[src/rtl/f2f_tx_pkg.sv]
// Shared defaults and the dispatcher state encoding for the F2F TX lane dispatcher.
package f2f_tx_pkg;

    localparam int DEF_NUM_LANES = 5;
    localparam int DEF_LANE_W    = 8;
    localparam int DEF_BUSY_TO   = 15;
    localparam int DEF_FCNT_W    = 16;

    typedef enum logic [1:0] {
        ST_IDLE      = 2'd0,
        ST_LAUNCH    = 2'd1,
        ST_WAIT_ACK  = 2'd2,
        ST_WAIT_DONE = 2'd3
    } disp_state_e;

endpackage

[src/rtl/f2f_lane_ack_monitor.sv]
// Watches the serializer busy lines of the lanes that were started.
// It reports whether every started lane is busy or every started lane is idle.
// It raises timeout once BUSY_TO enabled cycles pass without every started lane busy.
module f2f_lane_ack_monitor
    import f2f_tx_pkg::*;
#(
    parameter int NUM_LANES = DEF_NUM_LANES,
    parameter int BUSY_TO   = DEF_BUSY_TO
) (
    input  logic                 clk,
    input  logic                 reset,
    input  logic [NUM_LANES-1:0] mask,
    input  logic [NUM_LANES-1:0] lvds_busy_i,
    input  logic                 clear,
    input  logic                 enable,
    output logic                 all_busy,
    output logic                 all_idle,
    output logic                 timeout
);

    localparam int CNT_W = $clog2(BUSY_TO + 1);

    logic [NUM_LANES-1:0] masked_busy;
    logic [CNT_W-1:0]     cnt_q;
    logic [CNT_W-1:0]     cnt_d;

    // Busy lines on lanes outside the mask are ignored.
    always_comb begin
        masked_busy = lvds_busy_i & mask;
        all_busy    = (masked_busy == mask);
        all_idle    = (masked_busy == '0);
        // The counter reaches BUSY_TO on the edge where this is high.
        timeout     = enable & ~all_busy & (cnt_q == CNT_W'(BUSY_TO - 1));
    end

    // The wait counter advances only while waiting and not yet acknowledged.
    always_comb begin
        cnt_d = cnt_q;
        if (clear) begin
            cnt_d = '0;
        end else if (enable && !all_busy && cnt_q != CNT_W'(BUSY_TO)) begin
            cnt_d = cnt_q + CNT_W'(1);
        end
    end

    // Counter register.
    always_ff @(posedge clk) begin
        if (reset) begin
            cnt_q <= '0;
        end else begin
            cnt_q <= cnt_d;
        end
    end

endmodule

[src/rtl/f2f_tx_lane_dispatcher.sv]
// Feeds 40-bit beats to the 5-lane LVDS serializer bank.
// A beat launches only when every lane is idle. The dispatcher then waits for the
// started lanes to report busy and later idle, counting frames whose last beat drained.
//
// Handshake: a beat transfers on a rising edge where s_valid and s_ready are both high.
// s_valid may not depend on s_ready. s_ready is combinational: it is high only in IDLE
// with every serializer idle, and it is forced low while reset is asserted.
module f2f_tx_lane_dispatcher
    import f2f_tx_pkg::*;
#(
    parameter int NUM_LANES = DEF_NUM_LANES,
    parameter int LANE_W    = DEF_LANE_W,
    parameter int BUSY_TO   = DEF_BUSY_TO,
    parameter int FCNT_W    = DEF_FCNT_W
) (
    input  logic                        clk,
    input  logic                        reset,
    input  logic [NUM_LANES*LANE_W-1:0] s_data,
    input  logic [NUM_LANES-1:0]        s_keep,
    input  logic                        s_first,
    input  logic                        s_last,
    input  logic                        s_valid,
    output logic                        s_ready,
    output logic [NUM_LANES*LANE_W-1:0] data_o,
    output logic [NUM_LANES-1:0]        start_o,
    output logic [NUM_LANES-1:0]        st_flag_o,
    output logic                        end_flag_o,
    input  logic [NUM_LANES-1:0]        lvds_busy_i,
    output logic [FCNT_W-1:0]           frame_cnt_o,
    output logic                        err_timeout_o,
    output logic                        idle_o
);

    disp_state_e                 state_q, state_d;
    logic [NUM_LANES*LANE_W-1:0] data_q, data_d;
    logic [NUM_LANES-1:0]        start_q, start_d;
    logic [NUM_LANES-1:0]        st_flag_q, st_flag_d;
    logic                        end_flag_q, end_flag_d;
    logic [NUM_LANES-1:0]        mask_q, mask_d;
    logic [FCNT_W-1:0]           frame_cnt_q, frame_cnt_d;
    logic                        err_timeout_q, err_timeout_d;

    logic accept;
    logic ack_clear;
    logic ack_enable;
    logic all_busy;
    logic all_idle;
    logic ack_timeout;

    f2f_lane_ack_monitor #(
        .NUM_LANES (NUM_LANES),
        .BUSY_TO   (BUSY_TO)
    ) u_ack_mon (
        .clk         (clk),
        .reset       (reset),
        .mask        (mask_q),
        .lvds_busy_i (lvds_busy_i),
        .clear       (ack_clear),
        .enable      (ack_enable),
        .all_busy    (all_busy),
        .all_idle    (all_idle),
        .timeout     (ack_timeout)
    );

    // Readiness and accept qualification.
    always_comb begin
        s_ready = (state_q == ST_IDLE) & ~(|lvds_busy_i) & ~reset;
        accept  = s_valid & s_ready;
    end

    // Next-state and output-register logic for the dispatch FSM.
    always_comb begin
        state_d       = state_q;
        data_d        = data_q;
        start_d       = '0;
        st_flag_d     = st_flag_q;
        end_flag_d    = end_flag_q;
        mask_d        = mask_q;
        frame_cnt_d   = frame_cnt_q;
        err_timeout_d = err_timeout_q;
        ack_clear     = 1'b0;
        ack_enable    = 1'b0;
        case (state_q)
            ST_IDLE: begin
                if (accept) begin
                    data_d     = s_data;
                    st_flag_d  = s_keep & {NUM_LANES{s_first}};
                    end_flag_d = s_last;
                    start_d    = s_keep;
                    mask_d     = s_keep;
                    if (s_keep != '0) begin
                        state_d = ST_LAUNCH;
                    end else if (s_last) begin
                        // An empty beat has nothing to shift, so its frame completes at once.
                        frame_cnt_d = frame_cnt_q + FCNT_W'(1);
                    end
                end
            end
            ST_LAUNCH: begin
                ack_clear = 1'b1;
                state_d   = ST_WAIT_ACK;
            end
            ST_WAIT_ACK: begin
                ack_enable = 1'b1;
                if (all_busy) begin
                    state_d = ST_WAIT_DONE;
                end else if (ack_timeout) begin
                    // The frame is abandoned without being counted.
                    err_timeout_d = 1'b1;
                    state_d       = ST_IDLE;
                end
            end
            ST_WAIT_DONE: begin
                if (all_idle) begin
                    state_d = ST_IDLE;
                    if (end_flag_q) begin
                        frame_cnt_d = frame_cnt_q + FCNT_W'(1);
                    end
                end
            end
            default: begin
                state_d = ST_IDLE;
            end
        endcase
    end

    // State and output registers. Reset does not touch serializers already shifting.
    always_ff @(posedge clk) begin
        if (reset) begin
            state_q       <= ST_IDLE;
            data_q        <= '0;
            start_q       <= '0;
            st_flag_q     <= '0;
            end_flag_q    <= 1'b0;
            mask_q        <= '0;
            frame_cnt_q   <= '0;
            err_timeout_q <= 1'b0;
        end else begin
            state_q       <= state_d;
            data_q        <= data_d;
            start_q       <= start_d;
            st_flag_q     <= st_flag_d;
            end_flag_q    <= end_flag_d;
            mask_q        <= mask_d;
            frame_cnt_q   <= frame_cnt_d;
            err_timeout_q <= err_timeout_d;
        end
    end

    // Output wiring.
    always_comb begin
        data_o        = data_q;
        start_o       = start_q;
        st_flag_o     = st_flag_q;
        end_flag_o    = end_flag_q;
        frame_cnt_o   = frame_cnt_q;
        err_timeout_o = err_timeout_q;
        idle_o        = (state_q == ST_IDLE);
    end

endmodule

[config.mk]
export PLATFORM = sky130hd
export DESIGN_NAME = f2f_tx_lane_dispatcher
export DESIGN_NICKNAME = d
export VERILOG_FILES = /design/src/rtl/f2f_tx_pkg.sv /design/src/rtl/f2f_lane_ack_monitor.sv /design/src/rtl/f2f_tx_lane_dispatcher.sv
export SDC_FILE = /design/constraint.sdc
export NUM_CORES = 1
export LEC_CHECK = 0
export CAP_MARGIN = 20
export CELL_PAD_IN_SITES_DETAIL_PLACEMENT = 0
export CELL_PAD_IN_SITES_GLOBAL_PLACEMENT = 1
export CORE_ASPECT_RATIO = 1.2
export CORE_UTILIZATION = 25
export DETAILED_ROUTE_END_ITERATION = 10
export PLACE_DENSITY = 0.65
export SETUP_SLACK_MARGIN = 0.2
export SLEW_MARGIN = 20
export SYNTH_ARGS = -nofsm -noshare
export SYNTH_HDL_FRONTEND = slang
export SYNTH_SLANG_ARGS = --single-unit
[constraint.sdc]
create_clock -name clk -period 2.4 [get_ports clk]
set_clock_uncertainty 0.1 [all_clocks]
set_input_delay 0.48 -clock clk [delete_from_list [all_inputs] [get_ports clk]]
set_output_delay 0.48 -clock clk [all_outputs]
set_load 0.01 [all_outputs]
==> flow_summary.toml <==
[clock_tree]
clockRootBuffer = "clkbuf_16"
clk_pin_slew_ns = 0.06
htreeDepth = 3
cts_buffers = 9
clk_latency_ns = 0.33
clkSinkCount = 79
clock_path_buffers = 2
cts_tree = "built"
cts-hold-fix-buffers = 0

[synthesis]
ys_async_sr_fraction_pct = 0
ys_warn_count = 0
syn_area_um2 = 3270
yosysUniqueCellTypes = 45
syn-num-nets = 454
synth-edff-count = 0
synth_area_per_cell_um2 = 8.25
netlist_instances = 396
synth-main-ff-cell = "dfxtp_1"
ys_ff_latch = 79
synth_seq_area_share_pct = 48.4

[route]
routed_via_density = 4.50
drtAntennaViolNets = 0
firstDrtPassIters = 6
wl_per_cell_um = 13.7
drtIter0Drc = 100
via_count = 3208
route.detailed.drc = 0
wl_mm = 9.75

[sta]
rsz0062_at_grt = "false"
fin_crit_ns = 2.11
min_period_over_period_pct = 88.0
slew_headroom_pct = 45.6
setup_ws_ns = 0.287
hold_viol = 0
worstMarginPinSlew_ns = 0.816
timing.fmax_ghz = 0.473
setup_violations = 0
slew_violations = 0
holdWs_ns = 0.352

[power_and_ir_drop]
p_switching_mw = 0.588
switching_share_pct = 19.7
total_leakage_power_nw = 1.89
p_int_mw = 2.39
pwr-share-comb_pct = 6.0
seqPwrFrac_pct = 44.2
powerDensity_nw_per_um2 = 553
ir_worst_vdd_v = 0.000331
p_clk_share_pct = 49.7

[cells_and_area]
drive_gt1_share_pct = 14.6
diodes = 0
layout.nets = 602
area_growth_pct = 64.7

[floorplanning]
dieArea_um2 = 13500
fp.dieH_um = 127
start_util_pct = 25.7
boundaryPins = 125
core_um2 = 12700
die-width_um = 106
num_rows = 45

[critical_path]
cp_data_arrival_time_ns = 2.19
start_kind = "primary input"
critPathCaptureType = "flip-flop"
timing_worst_setup_path_type = "in -> reg"
r2r_slack_ns = 0.37
worstPathMaxFanout = 3
cp.required_ns = 2.48

[global_route]
grt_pass1_wl_mm = 15.8
grt_pass1_vias = 3162
grt_max_degree = 74
antenna_found_initial = 1
grt-ovfl-total = 0
track_usage_pct = 14.9

[hold_path]
hold_path_class = "reg -> reg"

[place]
hpwl_mm = 6.92
place.gp.congestion = 0.791
pre_cts_ws_ns = -0.424
io_buffers = 124

[outcome]
status = "finished, final reports clean"

[flow_run]
drv_cap = 0
Yosys cell counts (2+ instances only):
master	instances	area, um^2
nand2_1	106	398
dfxtp_1	79	1580
a21oi_1	55	275
nor2_1	23	86.3
clkbuf_1	20	75.1
nand3_1	16	80.1
inv_1	14	52.6
xnor2_1	12	105
nand4_1	7	43.8
nor4_2	7	87.6
and3_1	5	31.3
a211oi_1	3	22.5
a21o_1	3	22.5
ha_1	3	37.5
nor2b_1	3	18.8
nor3_1	3	15.0
a222oi_1	2	20.0
a22oi_1	2	15.0
a31oi_1	2	12.5
and2_1	2	12.5
buf_6	2	22.5
o21a_1	2	15.0
or4_1	2	15.0
xor2_1	2	17.5
state kept, by name (all words and copies together) (netlist names):
register / flops
u_ack_mon.cnt_q: 4
err_timeout_o: 1
mask_q: 5
st_flag_o: 5
data_o: 40
start_o: 5
state_q: 2
frame_cnt_o: 16
end_flag_o: 1
path summary, 6_finish.rpt:
check | cells past startpoint | start | endpoint
worst max register to register | 6 | state_q[0]$_SDFFE_PP0P_ | frame_cnt_o[5]$_SDFFE_PP0P_
worst min register to register | 2 | data_o[35]$_SDFFE_PP0P_ | data_o[35]$_SDFFE_PP0P_
worst min-delay path | 2 | data_o[35]$_SDFFE_PP0P_ | data_o[35]$_SDFFE_PP0P_
worst max-delay path | 10 | lvds_busy_i[4] | frame_cnt_o[13]$_SDFFE_PP0P_
final cells by class:
class | instances | area [um^2]
multi-input combinational | 279 | 1640
sequential | 79 | 1580
clock buffer | 13 | 260
inverter | 14 | 52.6
timing repair buffer | 161 | 1580
clock inverter | 3 | 65.1
tap | 164 | 205
fill | 1318 | 7340
per-layer routing:
metal	vias up	share of wire, %	global-route usage, %
li1	1628	-	-
met1	1487	42	16.9
met2	83	50	25.8
met3	8	7.1	5.41
met4	2	0.91	4.49
met5	-	0.13	0
power groups by stage:
stage	combinational [mW]	sequential [mW]	clock (mW)
detailed placement	0.180	1.35	0
CTS	0.179	1.32	1.53
floorplan	0.0414	1.35	0
global route	0.193	1.32	1.58
finish	0.179	1.32	1.48
global placement	0.179	1.35	0
repair_timing:
action                     CTS  global route
pin swaps                   17             5
gates resized for setup     29            10
setup buffers                2             3
setup endpoints to repair   16            43
logic make-up after synthesis:
family                     count (synthesis)  synth area share [%]
and+or+nand+nor                          183                  27.0
DFF                                       79                  48.4
AOI/OAI and AO/OA                         76                  13.8
adders and majority gates                  3                  1.15
muxes                                      3                  1.11
xor gates and xnor gates                  14                  3.75
buffers and inverters                     38                  4.86
layout by cell type, fill, tap and decap left out, types with 6 or more instances in the layout:
| master | synthesis | layout |
|---|---|---|
| a21oi_1 | 55 | 54 |
| buf_12 | 0 | 6 |
| buf_4 | 0 | 31 |
| clkbuf_16 | 0 | 9 |
| clkdlybuf4s50_1 | 0 | 109 |
| dfxtp_1 | 79 | 79 |
| dlygate4sd2_1 | 0 | 8 |
| inv_1 | 14 | 14 |
| nand2_1 | 106 | 106 |
| nand3_1 | 16 | 16 |
| nand4_1 | 7 | 7 |
| nor2_1 | 23 | 22 |
| nor4_4 | 1 | 7 |
| xnor2_1 | 12 | 12 |
critical path: stages:
cell and delay [ns]:
dlygate4sd2_1 0.26, buf_4 0.15, a222oi_1 0.23, buf_4 0.18
buf_4 0.11, a21oi_4 0.06, buf_4 0.15, nor4_4 0.32
a31o_2 0.20, a21oi_1 0.05
stage by stage:
step	TNS, ns	util, %	total power, mW	cell area (um^2)	std cells
final	0	42.3	2.98	5380	713
after global routing	0	42.3	3.09	5380	713
after CTS	0	42.0	3.03	5340	710
after detailed placement	-6.63	38.7	1.53	4930	692
after global placement	-5.49	38.7	1.53	4930	692
after floorplan	0	-	1.39	3270	396
(Power assumes the default switching activity.)
